[src/rtl/fp16_align_unpack.sv]
// FP16 add/sub front end: unpacks two operands, swaps by exponent and aligns the smaller mantissa.
// Optional macro ALIGN_BARREL_EN replaces the 1-bit-per-cycle shifter with a single-cycle barrel shift.
module fp16_align_unpack #(
  parameter int MAN_W = 11,
  parameter int EXP_W = 5
) (
  input  logic             clk,
  input  logic             rst_n,
  input  logic             in_valid,
  output logic             in_ready,
  input  logic [15:0]      op_a,
  input  logic [15:0]      op_b,
  output logic             out_valid,
  input  logic             out_ready,
  output logic [MAN_W-1:0] man_big,
  output logic [MAN_W-1:0] man_small,
  output logic             sign_big,
  output logic             sign_small,
  output logic [EXP_W-1:0] exp_base,
  output logic             eff_sub,
  output logic             special
);

  localparam int CNT_W = $clog2(MAN_W);

  typedef enum logic [1:0] {IDLE, SHIFT, DONE} state_t;
  state_t state;

  logic [EXP_W-1:0] exp_a, exp_b, exp_big, exp_sml, diff;
  logic [MAN_W-1:0] man_a, man_b, man_big_c, man_sml_c;
  logic             a_big, drop;

`ifndef ALIGN_BARREL_EN
  logic [CNT_W-1:0] cnt;
`endif

  always_comb begin
    exp_a     = op_a[MAN_W-1 +: EXP_W];
    exp_b     = op_b[MAN_W-1 +: EXP_W];
    man_a     = (exp_a == '0) ? '0 : {1'b1, op_a[MAN_W-2:0]};
    man_b     = (exp_b == '0) ? '0 : {1'b1, op_b[MAN_W-2:0]};
    a_big     = (exp_a >= exp_b);
    exp_big   = a_big ? exp_a : exp_b;
    exp_sml   = a_big ? exp_b : exp_a;
    man_big_c = a_big ? man_a : man_b;
    man_sml_c = a_big ? man_b : man_a;
    diff      = exp_big - exp_sml;
    // Zero small operand or a shift past the whole mantissa both flush to 0 with no shift cycles.
    drop      = (exp_sml == '0) || (diff >= EXP_W'(MAN_W));
  end

  always_ff @(posedge clk or negedge rst_n) begin
    if (!rst_n) begin
      state      <= IDLE;
      in_ready   <= 1'b1;
      out_valid  <= 1'b0;
      man_big    <= '0;
      man_small  <= '0;
      sign_big   <= 1'b0;
      sign_small <= 1'b0;
      exp_base   <= '0;
      eff_sub    <= 1'b0;
      special    <= 1'b0;
`ifndef ALIGN_BARREL_EN
      cnt        <= '0;
`endif
    end else begin
      case (state)
        IDLE: begin
          if (in_valid && in_ready) begin
            in_ready   <= 1'b0;
            man_big    <= man_big_c;
            sign_big   <= a_big ? op_a[15] : op_b[15];
            sign_small <= a_big ? op_b[15] : op_a[15];
            eff_sub    <= op_a[15] ^ op_b[15];
            exp_base   <= exp_big;
            special    <= (exp_a == '1) || (exp_b == '1);
`ifdef ALIGN_BARREL_EN
            man_small  <= drop ? '0 : (man_sml_c >> diff);
            state      <= DONE;
`else
            man_small  <= drop ? '0 : man_sml_c;
            cnt        <= drop ? '0 : diff[CNT_W-1:0];
            state      <= (drop || diff == '0) ? DONE : SHIFT;
`endif
          end
        end
`ifndef ALIGN_BARREL_EN
        SHIFT: begin
          man_small <= man_small >> 1;
          cnt       <= cnt - 1'b1;
          if (cnt == CNT_W'(1)) state <= DONE;
        end
`endif
        DONE: begin
          // First DONE cycle raises out_valid; results are already settled.
          if (!out_valid) begin
            out_valid <= 1'b1;
          end else if (out_ready) begin
            out_valid <= 1'b0;
            in_ready  <= 1'b1;
            state     <= IDLE;
          end
        end
        default: state <= IDLE;
      endcase
    end
  end

endmodule

[config.mk]
export PLATFORM = sky130hd
export DESIGN_NAME = fp16_align_unpack
export DESIGN_NICKNAME = d
export VERILOG_FILES = /design/src/rtl/fp16_align_unpack.sv
export SDC_FILE = /design/constraint.sdc
export NUM_CORES = 1
export LEC_CHECK = 0
export ABC_AREA = 1
export BUFFER_PORTS_ARGS = -buffer_cell sky130_fd_sc_hd__buf_2
export CORE_ASPECT_RATIO = 2
export CORE_MARGIN = 1
export CORE_UTILIZATION = 57
export DETAILED_ROUTE_END_ITERATION = 16
export PLACE_DENSITY_LB_ADDON = 0.08
export SLEW_MARGIN = 20
export SYNTH_ARGS = -nofsm -noshare
export SYNTH_HDL_FRONTEND = slang
export SYNTH_SLANG_ARGS = --single-unit
export TNS_END_PERCENT = 10
[constraint.sdc]
create_clock -name clk -period 2.36 [get_ports clk]
set_input_delay 0.118 -clock clk [delete_from_list [all_inputs] [get_ports clk]]
set_output_delay 0.118 -clock clk [all_outputs]
set_load 0.05 [all_outputs]
== Word-level counts from Yosys, hierarchy flattened ==
Cells that the tools add are included.
Word-level totals
  memories: 0
  ROM bits: 0
  logic and storage cells: 66
  output and inout port bits: 33
  memory bits (writable): 0
  bits in latches: 0
  bits in registers: 39
  input bits: 36
Cells by class
  divide/modulo/power cells: 0
  reductions and logical operators: 15
  multiply operators: 0
  $add $sub $neg: 2
  order comparisons: 2
  equality and inequality tests: 9
  shift operators: 0
  mux-type cells: 26
  bitwise logic cells: 1
Operators by type and width (count)
  two-way mux 11 bit: 6
  one-hot mux 11 bit (2 select lines): 1
  logical NOT 5 bit: 4
  equality test 5 bit (second input constant): 2
  two-way mux 2 bit: 5
  two-way mux 5 bit: 2
  two-way mux 4 bit: 2
  inequality test 2 bit (second input constant): 4
  one-hot mux 4 bit (2 select lines): 1
  AND reduction 4 bit: 2
  two-way mux 1 bit: 7
  one-hot mux 2 bit (3 select lines): 1
  greater-or-equal comparator 5 x 4 -> 1 bit (second input constant): 1
  greater-or-equal comparator 5 bit: 1
  subtractor 5 bit: 1
  equality test 4 x 1 -> 1 bit (second input constant): 1
  AND reduction 2 bit: 2
  nonzero test 2 bit: 2
  subtractor 4 x 1 -> 4 bit (second input constant): 1
  logical OR 1 bit: 3
  equality test 2 x 1 -> 1 bit (second input constant): 1
  equality test 2 bit (second input constant): 1
  logical NOT 2 bit: 1
  one-hot mux 1 bit (2 select lines): 1
  other kinds (2): 2

== Longest topological paths before layout ==
  word-level depth: 9
  gate-level depth with buffers: 21
  gate-level depth less buffers: 21

== Worst setup path after synthesis ==
OpenSTA, ideal clock, no wires.
  path type: input -> register
  start: input op_b[12]
  end: register state[0]
  path buffers: 2
  data required time: 2.295 ns
  setup time: 0.065 ns
  arrival time: 2.146 ns
  stages on the path: 20
  path slack: 0.149 ns
  cells stage by stage: inv_1 -> ha_1 -> buf_6 -> nand3_2 -> nor2_2 -> nor2_4 -> nand3_1 -> nand2_1 -> nand2_1 -> ha_1 -> inv_1 -> nand2_1 -> nand2_2 -> nand2_1 -> nand2_1 -> nand3_2 -> nor2_4 -> buf_6 -> nand4_2 -> nand2_1
On the way
  cells in the longest elaborated chain, start to end: 9
  elaborated cells between the ends (all ways): 12
  those cells by class: 1 x add/sub; 2 x order compare; 5 x mux; 4 x reduce/logical
Ends and longest elaborated chain
  from (decl): RTL line 12  | input logic [15:0] op_b,
  greater-or-equal comparator 5 bit: RTL line 42  | a_big = (exp_a >= exp_b);
  two-way mux 5 bit, on equally long branches: RTL line 43, 44
  subtractor 5 bit: RTL line 47  | diff = exp_big - exp_sml;
  greater-or-equal comparator 5 x 4 -> 1 bit: RTL line 49  | drop = (exp_sml == '0) || (diff >= EXP_W'(MAN_W));
  logical OR 1 bit: RTL line 49
  logical OR 1 bit *: RTL line 84  | state <= (drop || diff == '0) ? DONE : SHIFT;
  two-way mux 2 bit *: RTL line 84
  two-way mux 2 bit *: RTL line 70  | if (in_valid && in_ready) begin
  one-hot mux 2 bit (3 select lines) *: RTL line 68  | case (state)
  to (signal assigned): RTL line 84
  to (decl): RTL line 27  | state_t state;
Every way passes the cells marked *; elsewhere a longest branch is shown, timed or not. The select of a mux whose other input is x is not followed.
A chain may end at the register's enable or synchronous reset.

== Worst setup path after layout ==
  start: input op_b[13]
  end: register state[1]
The elaborated chain is that of the path after synthesis.

==> flow_metrics.py <==
metrics = {
    "final_layout": {
        "finalNonFillerCells": 511,
        "layout_commonest_cell": "nand2_1",
        "final_cell_mix": "111 x nand2_1, 68 x buf_2, 38 x dfrtp_1",
        "drive_gt1_share_pct": 30.2,
        "nNetsFinal": 500,
        "final_util_pct": 76.4,
        "syn2layout_area_growth_pct": 28.6,
        "antennaDiodeCount": 0,
        "fin_area_mm2": 0.00335,
    },
    "floorplanning": {
        "die_area_mm2": 0.00486,
        "core_mm2": 0.00438,
        "rows": 34,
        "fp.dieW_um": 49.8,
        "initial_core_util_pct": 59.5,
        "io_pins": 69,
        "fp.dieH_um": 97.6,
    },
    "synth": {
        "ys_seq_area_share_pct": 37.5,
        "synth_nets": 407,
        "avgSynthCellArea_um2": 7.18,
        "netlist_area_mm2": 0.00260,
        "yosysWarningCount": 0,
        "syn_inst": 363,
        "yosysUniqueCellTypes": 35,
        "async_reset_ff_share_pct": 100,
        "synth_ff_type": "dfrtp_1",
        "ys_seq_elements": 39,
        "synth_edf_count": 0,
    },
    "worst_setup_path": {
        "worst_path_max_delay_cell": "ha_1",
        "slowest_delay_ns": 0.31,
        "cp-start-kind": "primary input",
        "critical_path.most_common_cell": "nand2_1",
        "worstSetupEndpointType": "flop",
        "crit_arrival_ns": 2.36,
        "cp.required_ns": 2.54,
        "path_max_fanout": 8,
        "path_cells": "buf_2 -> inv_1 -> ha_1 -> nand2_2 -> nor2_2 -> nor2_4 -> nand3_1 -> nand2_1 -> nand2_1 -> ha_1 -> inv_1 -> nand2_1 -> nand2_2 -> nand2_1 -> nand2_1 -> nand3_2 -> nor2_4 -> buf_6 -> inv_1 -> nor2_1 -> nor2_1",
        "crit_type": "primary input to flop",
    },
    "cts": {
        "cts_max_level": 2,
        "cts_max_path_buffers": 2,
        "clock-root-buffer": "clkbuf_8",
        "cts_num_sinks": 39,
        "cts_buffers": 5,
        "cts_tree": "built",
        "clk_latency_ns": 0.30,
        "clk_pin_slew_ns": 0.08,
    },
    "timing": {
        "hold_viol_final": 0,
        "finalClockSkew_ns": 0.00619,
        "slew_headroom_pct": 40.8,
        "slew_violations": 0,
        "setup_violations": 0,
        "worst_pin_slew_ns": 0.885,
        "min_period_ns": 2.18,
        "max_freq_ghz": 0.460,
        "min_period_over_period_pct": 92.2,
    },
    "global_routing": {
        "grt_max_degree": 40,
        "grtUsageTotal_pct": 32.4,
        "grt_pass1_vias": 2713,
        "grt_pass1_wl_mm": 11.8,
        "antenna_found_initial": 0,
        "grt_overflow": 0,
    },
    "pwr": {
        "power.density_mw_per_mm2": 1260,
        "leakagePower_uw": 0.00183,
        "ir_drop_uv": 1210,
        "p_total_uw": 4220,
    },
    "routing": {
        "antenna_left": 0,
        "dr.first_iter.drc_count": 79,
        "wirelength_mm": 7.42,
        "drc": 0,
        "route.vias.total": 2779,
        "detail_route.wl_per_cell_um": 14.5,
        "viasPerCell": 5.44,
        "firstDrtPassIters": 4,
    },
    "placement": {
        "dpl.hpwl_mm": 5.63,
        "portBuffers": 68,
        "gp_congestion": 0.935,
        "dp_cells": 501,
        "place_area_mm2": 0.00317,
    },
    "worst_hold_path": {
        "hold_path.class": "primary input to flop",
    },
    "outcome": {
        "outcome": "completed",
    },
    "job": {
        "drv_cap": 0,
    },
}
final timing paths:
check | slack (ns) | startpoint | cells past startpoint | end
min reg2reg | 0.48 | in_ready | 2 | in_ready
max in group asynchronous | 1.34 | rst_n | 2 | man_small[4]
min in group asynchronous | 0.47 | rst_n | 2 | sign_small
max reg2reg | 0.41 | state[1] | 8 | cnt[2]
min | 0.08 | out_ready | 3 | in_ready
max | 0.18 | op_b[13] | 21 | state[1]
flip-flops by register name, indices dropped and copies added, names as in the netlist:
register	cells
state	2
exp_base	5
man_small	11
cnt	4
sign_big	1
out_valid	1
special	1
sign_small	1
eff_sub	1
man_big	11
in_ready	1
per-stage QoR:
| stage | setup slack, ns | hold WS, ns | setup TNS, ns |
|---|---|---|---|
| detailed placement | -0.113 | 0.299 | -1.09 |
| CTS | 0.184 | 0.0853 | 0 |
| global route | -0.0280 | 0.112 | -0.0677 |
| finish | 0.184 | 0.0832 | 0 |
| floorplan | 0.149 | -0.178 | 0 |
| global placement | 0.0207 | 0.273 | 0 |
layer usage:
| layer | vias up | GRT usage, % | part of all wire [%] | routed length [µm] |
|---|---|---|---|---|
| met5 | - | 0 | 0 | 0 |
| met4 | 0 | 21.1 | 5.8 | 431 |
| met3 | 34 | 3.13 | 5.0 | 368 |
| met2 | 127 | 58.4 | 55 | 4080 |
| met1 | 1256 | 33.8 | 34 | 2540 |
| li1 | 1362 | - | - | - |
cell type report:
type	instances	area, µm²
Fill cell	354	1030
Tap cell	54	67.6
Multi-Input combinational cell	273	1450
Timing Repair Buffer	102	606
Inverter	35	131
Clock buffer	6	82.6
Sequential cell	39	977
Clock inverter	2	35.0
worst max-delay path: cells and delay by family:
| family | cells | cell delay (ns) |
|---|---|---|
| simple gates | 14 | 1.37 |
| buf+inv | 5 | 0.40 |
| fa+ha+maj | 2 | 0.49 |
cell usage after synthesis (all sizes together), types with 3 or more instances:
| master | n | area share (%) |
|---|---|---|
| buf | 6 | 1.8 |
| nor2 | 38 | 6.1 |
| nand3 | 42 | 10 |
| clkbuf | 10 | 1.4 |
| nand4 | 4 | 1.2 |
| o21ai | 20 | 4.0 |
| dfrtp | 38 | 37 |
| inv | 35 | 5.0 |
| ha | 8 | 3.8 |
| nand2 | 118 | 18 |
| o22a | 9 | 3.0 |
| a31oi | 3 | 0.72 |
| a21oi | 22 | 4.4 |
cell families (layout without fill, tap and decap cells):
| family | after synthesis | count (layout) | synth area share [%] |
|---|---|---|---|
| buf+inv | 51 | 145 | 8.26 |
| xor+xnor | 2 | 2 | 0.673 |
| compound gates | 58 | 58 | 13.3 |
| flops | 39 | 39 | 37.5 |
| fa+ha+maj | 8 | 8 | 3.84 |
| simple gates | 205 | 205 | 36.5 |
report_power, final:
group	internal [µW]	switching, µW	total (µW)
logic	695	1750	2450
registers	986	205	1190
clock network	342	242	584
total	2020	2200	4220
repair_timing:
item | in CTS | in global routing
endpoints found under the setup margin | 0 | 14
hold endpoints to repair | 38 | 0
buffers inserted | 0 | 1
gates resized for setup | 0 | 5
hold buffers | 1 | 0
(Power assumes the default switching activity.)
